**src/rtl/serial2parallel_fifo.sv**
```systemverilog
// serial2parallel_fifo: gated serial-to-parallel converter with sync realignment
// and a small valid/ready output FIFO.
// Optional build macro S2P_PARITY_EN adds a trailing even-parity bit per frame
// and the parity_err output.
module serial2parallel_fifo #(
  parameter int unsigned WIDTH      = 8,
  parameter int unsigned MSB_FIRST  = 1,
  parameter int unsigned FIFO_DEPTH = 2
) (
  input  logic                              clk,
  input  logic                              rst_n,
  input  logic                              din_serial,
  input  logic                              din_valid,
  input  logic                              din_sync,
  output logic [WIDTH-1:0]                  dout_parallel,
  output logic                              dout_valid,
  input  logic                              dout_ready,
  output logic [$clog2(WIDTH+1)-1:0]        bit_cnt,
  output logic [$clog2(FIFO_DEPTH+1)-1:0]   fifo_level,
  output logic                              overflow
`ifdef S2P_PARITY_EN
  ,
  output logic                              parity_err
`endif
);

  localparam int unsigned CW = $clog2(WIDTH+1);
  localparam int unsigned AW = $clog2(FIFO_DEPTH);
  localparam int unsigned PW = AW + 1;
`ifdef S2P_PARITY_EN
  localparam int unsigned FRAME = WIDTH + 1;
`else
  localparam int unsigned FRAME = WIDTH;
`endif
  localparam logic [CW-1:0] LAST = CW'(FRAME - 1);

  logic [CW-1:0]    cnt_q, cnt_d;
  logic [WIDTH-1:0] shift_q, shift_d;
  logic [WIDTH-1:0] shift_in;
  logic [WIDTH-1:0] word;
  logic             done;
  logic             good;
  logic             push;

  logic [PW-1:0]    wr_q, wr_d, rd_q, rd_d;
  logic [WIDTH-1:0] mem_q [FIFO_DEPTH];
  logic [WIDTH-1:0] mem_d [FIFO_DEPTH];
  logic [WIDTH-1:0] hold_q, hold_d;
  logic             ovf_q, ovf_d;
  logic             pop, full, empty, wr_en;
`ifdef S2P_PARITY_EN
  logic             perr_q, perr_d;
`endif

  // Shift direction: MSB-first inserts at LSB, LSB-first inserts at MSB.
  always_comb begin
    shift_in = '0;
    if (MSB_FIRST != 0) shift_in = {shift_q[WIDTH-2:0], din_serial};
    else                shift_in = {din_serial, shift_q[WIDTH-1:1]};
  end

  // Word assembly: bit counting, sync realignment and frame completion.
  always_comb begin
    cnt_d   = cnt_q;
    shift_d = shift_q;
    done    = 1'b0;
    word    = shift_in;
    good    = 1'b1;
    if (din_valid) begin
      if (din_sync) begin
        // Sync drops the partial word and restarts with this bit as bit 0.
        cnt_d = CW'(1);
        if (MSB_FIRST != 0) shift_d = {{(WIDTH-1){1'b0}}, din_serial};
        else                shift_d = {din_serial, {(WIDTH-1){1'b0}}};
      end else if (cnt_q == LAST) begin
        cnt_d = '0;
        done  = 1'b1;
`ifdef S2P_PARITY_EN
        // Final bit is parity: data is already complete in the shifter.
        word  = shift_q;
        good  = ~^{shift_q, din_serial};
`else
        shift_d = shift_in;
`endif
      end else begin
        cnt_d   = cnt_q + 1'b1;
        shift_d = shift_in;
      end
    end
  end

  assign push = done & good;

  // FIFO control: pointers carry an extra wrap bit to separate full from empty.
  always_comb begin
    empty = (wr_q == rd_q);
    full  = (wr_q[AW] != rd_q[AW]) && (wr_q[AW-1:0] == rd_q[AW-1:0]);
    pop   = ~empty & dout_ready;
    wr_en = push & (~full | pop);
    ovf_d = push & full & ~pop;
    wr_d  = wr_q + PW'(wr_en);
    rd_d  = rd_q + PW'(pop);
    mem_d = mem_q;
    if (wr_en) mem_d[wr_q[AW-1:0]] = word;
    hold_d = hold_q;
    if (pop) hold_d = mem_q[rd_q[AW-1:0]];
`ifdef S2P_PARITY_EN
    perr_d = done & ~good;
`endif
  end

  // State registers.
  always_ff @(posedge clk or negedge rst_n) begin
    if (!rst_n) begin
      cnt_q   <= '0;
      shift_q <= '0;
      wr_q    <= '0;
      rd_q    <= '0;
      hold_q  <= '0;
      ovf_q   <= 1'b0;
      for (int unsigned i = 0; i < FIFO_DEPTH; i++) mem_q[i] <= '0;
`ifdef S2P_PARITY_EN
      perr_q  <= 1'b0;
`endif
    end else begin
      cnt_q   <= cnt_d;
      shift_q <= shift_d;
      wr_q    <= wr_d;
      rd_q    <= rd_d;
      hold_q  <= hold_d;
      ovf_q   <= ovf_d;
      mem_q   <= mem_d;
`ifdef S2P_PARITY_EN
      perr_q  <= perr_d;
`endif
    end
  end

  // Output decode; an empty FIFO shows the last word popped.
  always_comb begin
    dout_valid    = ~empty;
    dout_parallel = empty ? hold_q : mem_q[rd_q[AW-1:0]];
    fifo_level    = wr_q - rd_q;
    bit_cnt       = cnt_q;
    overflow      = ovf_q;
`ifdef S2P_PARITY_EN
    parity_err    = perr_q;
`endif
  end

endmodule

```
**config.mk**
```make
export PLATFORM = sky130hd
export DESIGN_NAME = serial2parallel_fifo
export DESIGN_NICKNAME = d
export VERILOG_FILES = /design/src/rtl/serial2parallel_fifo.sv
export SDC_FILE = /design/constraint.sdc
export NUM_CORES = 1
export LEC_CHECK = 0
export CAP_MARGIN = 20
export CORE_MARGIN = 2
export CORE_UTILIZATION = 28
export DETAILED_ROUTE_END_ITERATION = 10
export GPL_TIMING_DRIVEN = 1
export PLACE_DENSITY = 0.48
export SLEW_MARGIN = 10
export SYNTH_ARGS = -nofsm -noshare
export SYNTH_HDL_FRONTEND = slang
export SYNTH_SLANG_ARGS = --single-unit
export TNS_END_PERCENT = 10
```
**constraint.sdc**
```tcl
create_clock -name clk -period 3 [get_ports clk]
set_clock_uncertainty 0.15 [all_clocks]
set_input_delay 0.6 -clock clk [delete_from_list [all_inputs] [get_ports clk]]
set_output_delay 0.6 -clock clk [all_outputs]
set_load 0.01 [all_outputs]
```
==> results.sh, run 1 <==
export IMPL_cts_path_max_buffers=2
export IMPL_r2r_slack_ns=0.71
export IMPL_yosys_area_top_type="dfrtp_1"
export IMPL_synth_top_cell_area_share_pct=55.29
export IMPL_dpl_cell_area_mm2=0.002122
export IMPL_vias=1101
export IMPL_cp_max_fo=9
export IMPL_syn_instance_count=138
export IMPL_cp_slowest_stage_delay_ns=0.48
export IMPL_avgSynthCellArea_um2=13.12
export IMPL_coreArea_mm2=0.006314
export IMPL_grt_use_total_pct=10.38
export IMPL_dr_pass1_iters=3
export IMPL_critPathTopFamily="buffers and inverters"
export IMPL_design_area_mm2=0.002256
export IMPL_timing_rr_start="wr_q[0]"
export IMPL_cts_tree="done"
export IMPL_ant_nets=0
export IMPL_path_cells="inv_1 > ha_1 > nand2_4 > mux2_2 > clkdlybuf4s50_1"
export IMPL_clock_root_buffer="clkbuf_8"
export IMPL_max_freq_ghz=0.3465
export IMPL_drt_iter0_markers=31
export IMPL_clkSlewWorstSetupHoldPaths_ns=0.08
export IMPL_antenna_cells=0
export IMPL_grt_setup_unrepaired="false"
export IMPL_io_buffers=21
export IMPL_finalCritPeriodShare_pct=96.19
export IMPL_tightest_slew_ns=0.8661
export IMPL_cp_startpoint="wr_q[0]"
export IMPL_grt_max_degree=41
export IMPL_dieArea_mm2=0.007125
export IMPL_reg2reg_depth=7
export IMPL_power_leakage_nw=1.067
export IMPL_cp_endpoint="dout_parallel[0]"
export IMPL_h_tree_depth=2
export IMPL_finalHoldViolations=0
export IMPL_hold_path_class="input pin to async pin"
export IMPL_gp_congestion=0.7084
export IMPL_worstPathRequired_ns=2.25
export IMPL_fp_dieW_um=84.41
export IMPL_detail_route_vias_per_cell=4.550
export IMPL_fin_tns_setup_ns=0
export IMPL_synth_area_leaders="dfrtp_1, mux2_2, ha_1"
export IMPL_grt_pass1_vias=1086
export IMPL_start_kind="register"
export IMPL_overflow=0
export IMPL_seq_area_frac_synth_pct=55.29
export IMPL_status="finished clean"
export IMPL_period_minus_slack_ns=2.886
export IMPL_ir_worst_vdd_mv=0.6190
export IMPL_nets=176
export IMPL_rows=29
export IMPL_synth_seq_cells=40
export IMPL_area_growth_pct=24.60
export IMPL_crit_buf_inv=2
export IMPL_cts_buffers=5
export IMPL_finalMaxSlewViolations=0
export IMPL_grt_pass1_wl_um=5733
export IMPL_die_y_um=84.41
export IMPL_hold_ws_ns=0.2659
export IMPL_post_cts_buffers=0
export IMPL_drt_drc_violations_left=0
export IMPL_crit_reg2reg_capture="mem_q[11]"
export IMPL_setup_viol=0
export IMPL_post_route_util_pct=35.73
export IMPL_cts_sinks=40
export IMPL_start_util_pct=28.68
export IMPL_boundaryPins=22
export IMPL_drive_gt1_share_pct=34.55
export IMPL_power_density_mw_per_mm2=860.6
export IMPL_critical_path_class="register to output port"
export IMPL_worst_path_stages=5
export IMPL_clock_latency_ns=0.29
export IMPL_end_kind="output port"
export IMPL_critPathSlowestCell="clkdlybuf4s50_1"
export IMPL_yosysUniqueCellTypes=23
export IMPL_antenna_found_initial=0
export IMPL_wire_per_inst_um=14.18
export IMPL_dp_hpwl_um=2379
export IMPL_synth_area_mm2=0.001810
export IMPL_ys_warn_count=0
export IMPL_synth_nets=149
export IMPL_maxCapViolCount=0
export IMPL_critPathArrivalTime_ns=2.14
export IMPL_slew_headroom_pct=42.26
export IMPL_drt_wl_total_um=3431
synthesized netlist by cell type:
library cell,number
mux2_2,42
dfrtp_1,40
inv_1,12
nand2_1,10
o21ai_0,7
ha_1,5
clkbuf_1,3
nor2_1,2
nor2b_1,2
xor2_1,2
a21boi_4,1
buf_1,1
buf_2,1
nand2_2,1
nand3_1,1
nand3b_1,1
nand4_1,1
nor3_1,1
o211a_1,1
o221ai_1,1
o22ai_1,1
xnor2_1,1
xnor2_2,1
per-layer routing:
metal / GRT usage, % / vias to the layer above / routed length (µm)
li1: - / 518 / -
met5: 0 / - / 0
met3: 3.736 / 6 / 136
met4: 2.597 / 0 / 36
met1: 13.93 / 558 / 1613
met2: 16.09 / 19 / 1645
cell families after synthesis:
group                    synth area share [%]
AO/OA/AOI/OAI                           4.354
XOR/XNOR                                2.350
adder cells (fa/ha/maj)                 3.455
buffers and inverters                   3.593
flip-flops                              55.29
multiplexers                            26.12
AND/OR/NAND/NOR                         4.838
registers in the layout, indices dropped and copies added (netlist names):
name,flops
hold_q,8
overflow,1
rd_q,2
mem_q,16
bit_cnt,4
wr_q,2
shift_q,7
repair_timing:
| action | CTS | global route |
|---|---|---|
| setup endpoints to repair | 0 | 8 |
| hold buffers | 0 | 0 |
| gates resized for setup | 0 | 1 |
stage by stage:
step / power, W / instances / worst slack (ns)
finish: 0.001941 / 242 / 0.1142
global route: 0.002070 / 242 / 0.03433
CTS: 0.001964 / 242 / 0.01076
detailed placement: 0.001447 / 235 / 0.2492
global placement: 0.001426 / 235 / 0.3636
floorplan: 0.001142 / 138 / 0.7327
how the worst min path moves through the flow:
stage | start | cells past startpoint | slack [ns] | end
final | rst_n | 1 | 0.27 | bit_cnt[0]
after global routing | rst_n | 1 | 0.33 | overflow
after CTS | rst_n | 1 | 0.30 | overflow
after detailed placement | hold_q[7] | 1 | 0.34 | hold_q[7]
after global placement | hold_q[2] | 1 | 0.33 | hold_q[2]
after floorplan | rst_n | 0 | 0.15 | bit_cnt[0]
cells in the final DEF, fill, tap and decap left out, drive strengths merged:
cell type,n
nand3b,1
xor2,2
o22ai,1
a21boi,1
nor2,2
o21ai,7
nand3,1
o211a,1
buf,5
nand4,1
nand2,11
nor2b,2
mux2,42
xnor2,2
ha,5
o221ai,1
clkdlybuf4s50,20
bufinv,2
inv,12
nor3,1
dfrtp,40
clkbuf,5
layout make-up:
| type | count | area (µm²) |
|---|---|---|
| well taps | 77 | 96.34 |
| clock inverters | 2 | 60.06 |
| inverters | 12 | 45.04 |
| fillers | 615 | 4058 |
| flip-flops and latches | 40 | 1001 |
| clock buffers | 5 | 68.82 |
| repair buffers | 25 | 235.2 |
| multi-input cells | 81 | 749.5 |
power breakdown:
part	switching (W)	leakage [nW]	internal, W
registers	0.0000656	0.536	0.000636
logic	0.000342	0.466	0.000389
clock network	0.000181	0.0642	0.000327
(Power assumes the default switching activity.)
==> run 2: changes to the inputs <==
Settings changed: CORE_MARGIN 2 to 1.5, DONT_BUFFER_PORTS from default to 1, PLACE_DENSITY 0.48 to 0.43.
==> run 2 against run 1 <==
Net effect: wire length down 6.8%; clock-buffer cell count unchanged; first-iteration DRC count rose by 9.7%; power shrank 10%; flip-flop and latch count unchanged; clock power is 1% higher; combinational power is 32% lower; global-route usage increased by 0.061 points; die area shrank 2.4%; critical path depth down 2; cell count down 9.1%; critical path type unchanged; critical endpoint is now dout_parallel[5]; largest power group is now registers.
==> results.sh, run 2 (synthesis results as in run 1) <==
export IMPL_status="finished clean"
export IMPL_final_cell_mix="mux2_2, dfrtp_1, inv_1, nand2_1, o21ai_0"
export IMPL_wire_per_inst_um=14.53
export IMPL_cp_slowest_stage_delay_ns=0.59
export IMPL_finalCritPeriodShare_pct=89.57
export IMPL_clock_root_buffer="clkbuf_8"
export IMPL_die_y_um=83.41
export IMPL_io_buffers=0
export IMPL_max_freq_ghz=0.3722
export IMPL_ant_nets=0
export IMPL_detail_route_vias_per_cell=4.495
export IMPL_regMostFlops="mem_q"
export IMPL_setup_viol=0
export IMPL_timing_rr_start="rd_q[0]"
export IMPL_period_minus_slack_ns=2.687
export IMPL_antenna_found_initial=0
export IMPL_dp_hpwl_um=2247
export IMPL_largest_register_ffs=16
export IMPL_cts_buffers=5
export IMPL_fin_tns_setup_ns=0
export IMPL_tightest_slew_ns=0.4599
export IMPL_drt_drc_violations_left=0
export IMPL_vias=989
export IMPL_maxCapViolCount=0
export IMPL_post_route_util_pct=32.52
export IMPL_critical_path_class="register to output port"
export IMPL_fillCellCount=642
export IMPL_regArea_mm2=0.001001
export IMPL_grt_pass1_wl_um=5533
export IMPL_nets=154
export IMPL_rows=29
export IMPL_power_leakage_nw=0.9833
export IMPL_end_kind="output port"
export IMPL_overflow=0
export IMPL_drive_gt1_share_pct=37.76
export IMPL_fp_dieW_um=83.41
export IMPL_hold_path_class="input pin to register"
export IMPL_largestRegisters="mem_q: 16 flops, hold_q: 8 flops, shift_q: 7 flops"
export IMPL_cts_path_max_buffers=2
export IMPL_grt_pass1_vias=1086
export IMPL_hp_start="din_sync"
export IMPL_start_kind="register"
export IMPL_post_cts_resized=0
export IMPL_worstPathRequired_ns=2.25
export IMPL_hold_buffers=2
export IMPL_finalHoldViolations=0
export IMPL_dieArea_mm2=0.006957
export IMPL_ir_worst_vdd_mv=0.5008
export IMPL_cp_max_fo=10
export IMPL_min_to="bit_cnt[2]"
export IMPL_whs_path_depth=1
export IMPL_cts_sinks=40
export IMPL_grt_use_total_pct=10.44
export IMPL_h_tree_depth=2
export IMPL_dr_pass1_iters=2
export IMPL_finalMaxSlewViolations=0
export IMPL_final_common_cell="mux2_2"
export IMPL_power_density_mw_per_mm2=849.2
export IMPL_power_w=0.001744
export IMPL_reg2reg_depth=6
export IMPL_clkSlewWorstSetupHoldPaths_ns=0.08
export IMPL_clock_latency_ns=0.29
export IMPL_antenna_cells=0
export IMPL_cp_startpoint="rd_q[0]"
export IMPL_grt_max_degree=41
export IMPL_post_cts_buffers=0
export IMPL_drt_iter0_markers=34
export IMPL_r2r_slack_ns=0.54
export IMPL_drt_wl_total_um=3197
export IMPL_grt_setup_unrepaired="false"
export IMPL_path_cells="ha_1 > nand2_2 > mux2_2"
export IMPL_coreArea_mm2=0.006314
export IMPL_cts_tree="done"
export IMPL_critPathArrivalTime_ns=1.94
export IMPL_area_growth_pct=13.41
export IMPL_slew_headroom_pct=69.34
export IMPL_crit_reg2reg_capture="mem_q[2]"
export IMPL_multi_input_area_um2=744.5
export IMPL_critPathSlowestCell="dfrtp_1"
export IMPL_gp_congestion=0.6932
export IMPL_boundaryPins=22
export IMPL_start_util_pct=28.68
[run 2: area by class of cell]
cell class	count	area share (%)
timing repair buffer	3	1.828
clock inverter	2	2.925
multi-input combinational	81	36.26
sequential	40	48.75
clock buffer	5	3.352
tap	77	4.692
inverter	12	2.194
[run 2: per-stage QoR]
step	hold slack [ns]	instance area [µm²]	setup slack (ns)	cells
floorplan	0.1544	1810	0.7327	138
global placement	0.1554	1894	0.5661	211
detailed placement	0.1559	1894	0.5108	211
CTS	0.2311	2053	0.2623	220
global route	0.2329	2053	0.1774	220
finish	0.2394	2053	0.3129	220
[run 2: where the power goes]
| part | leakage [nW] | internal [W] | switching [W] |
|---|---|---|---|
| combinational | 0.383 | 0.000234 | 0.000266 |
| sequential | 0.536 | 0.000635 | 0.0000950 |
| clock | 0.0642 | 0.000327 | 0.000186 |
| total | 0.983 | 0.00120 | 0.000547 |
[run 2: routing by layer]
layer	up-vias	GRT usage [%]	routed length [µm]
li1	474	-	-
met1	491	12.03	1416
met2	17	17.07	1546
met3	7	4.374	172
met4	0	4.471	61
met5	-	0	0
[run 2: worst max path at each step]
stage	cells after the start	to
6_report	3	dout_parallel[5]
5_1_grt	3	dout_parallel[1]
4_1_cts	3	dout_parallel[2]
3_5_place_dp	6	mem_q[1]
3_3_place_gp	6	mem_q[1]
2_1_floorplan	7	mem_q[0]
[run 2: worst max-delay path: cells and delay by family, from the launching register on]
kind	cells	cell delay, ns
adder cells (fa/ha/maj)	1	0.37
AND/OR/NAND/NOR	1	0.27
multiplexers	1	0.41
flip-flops	1	0.59
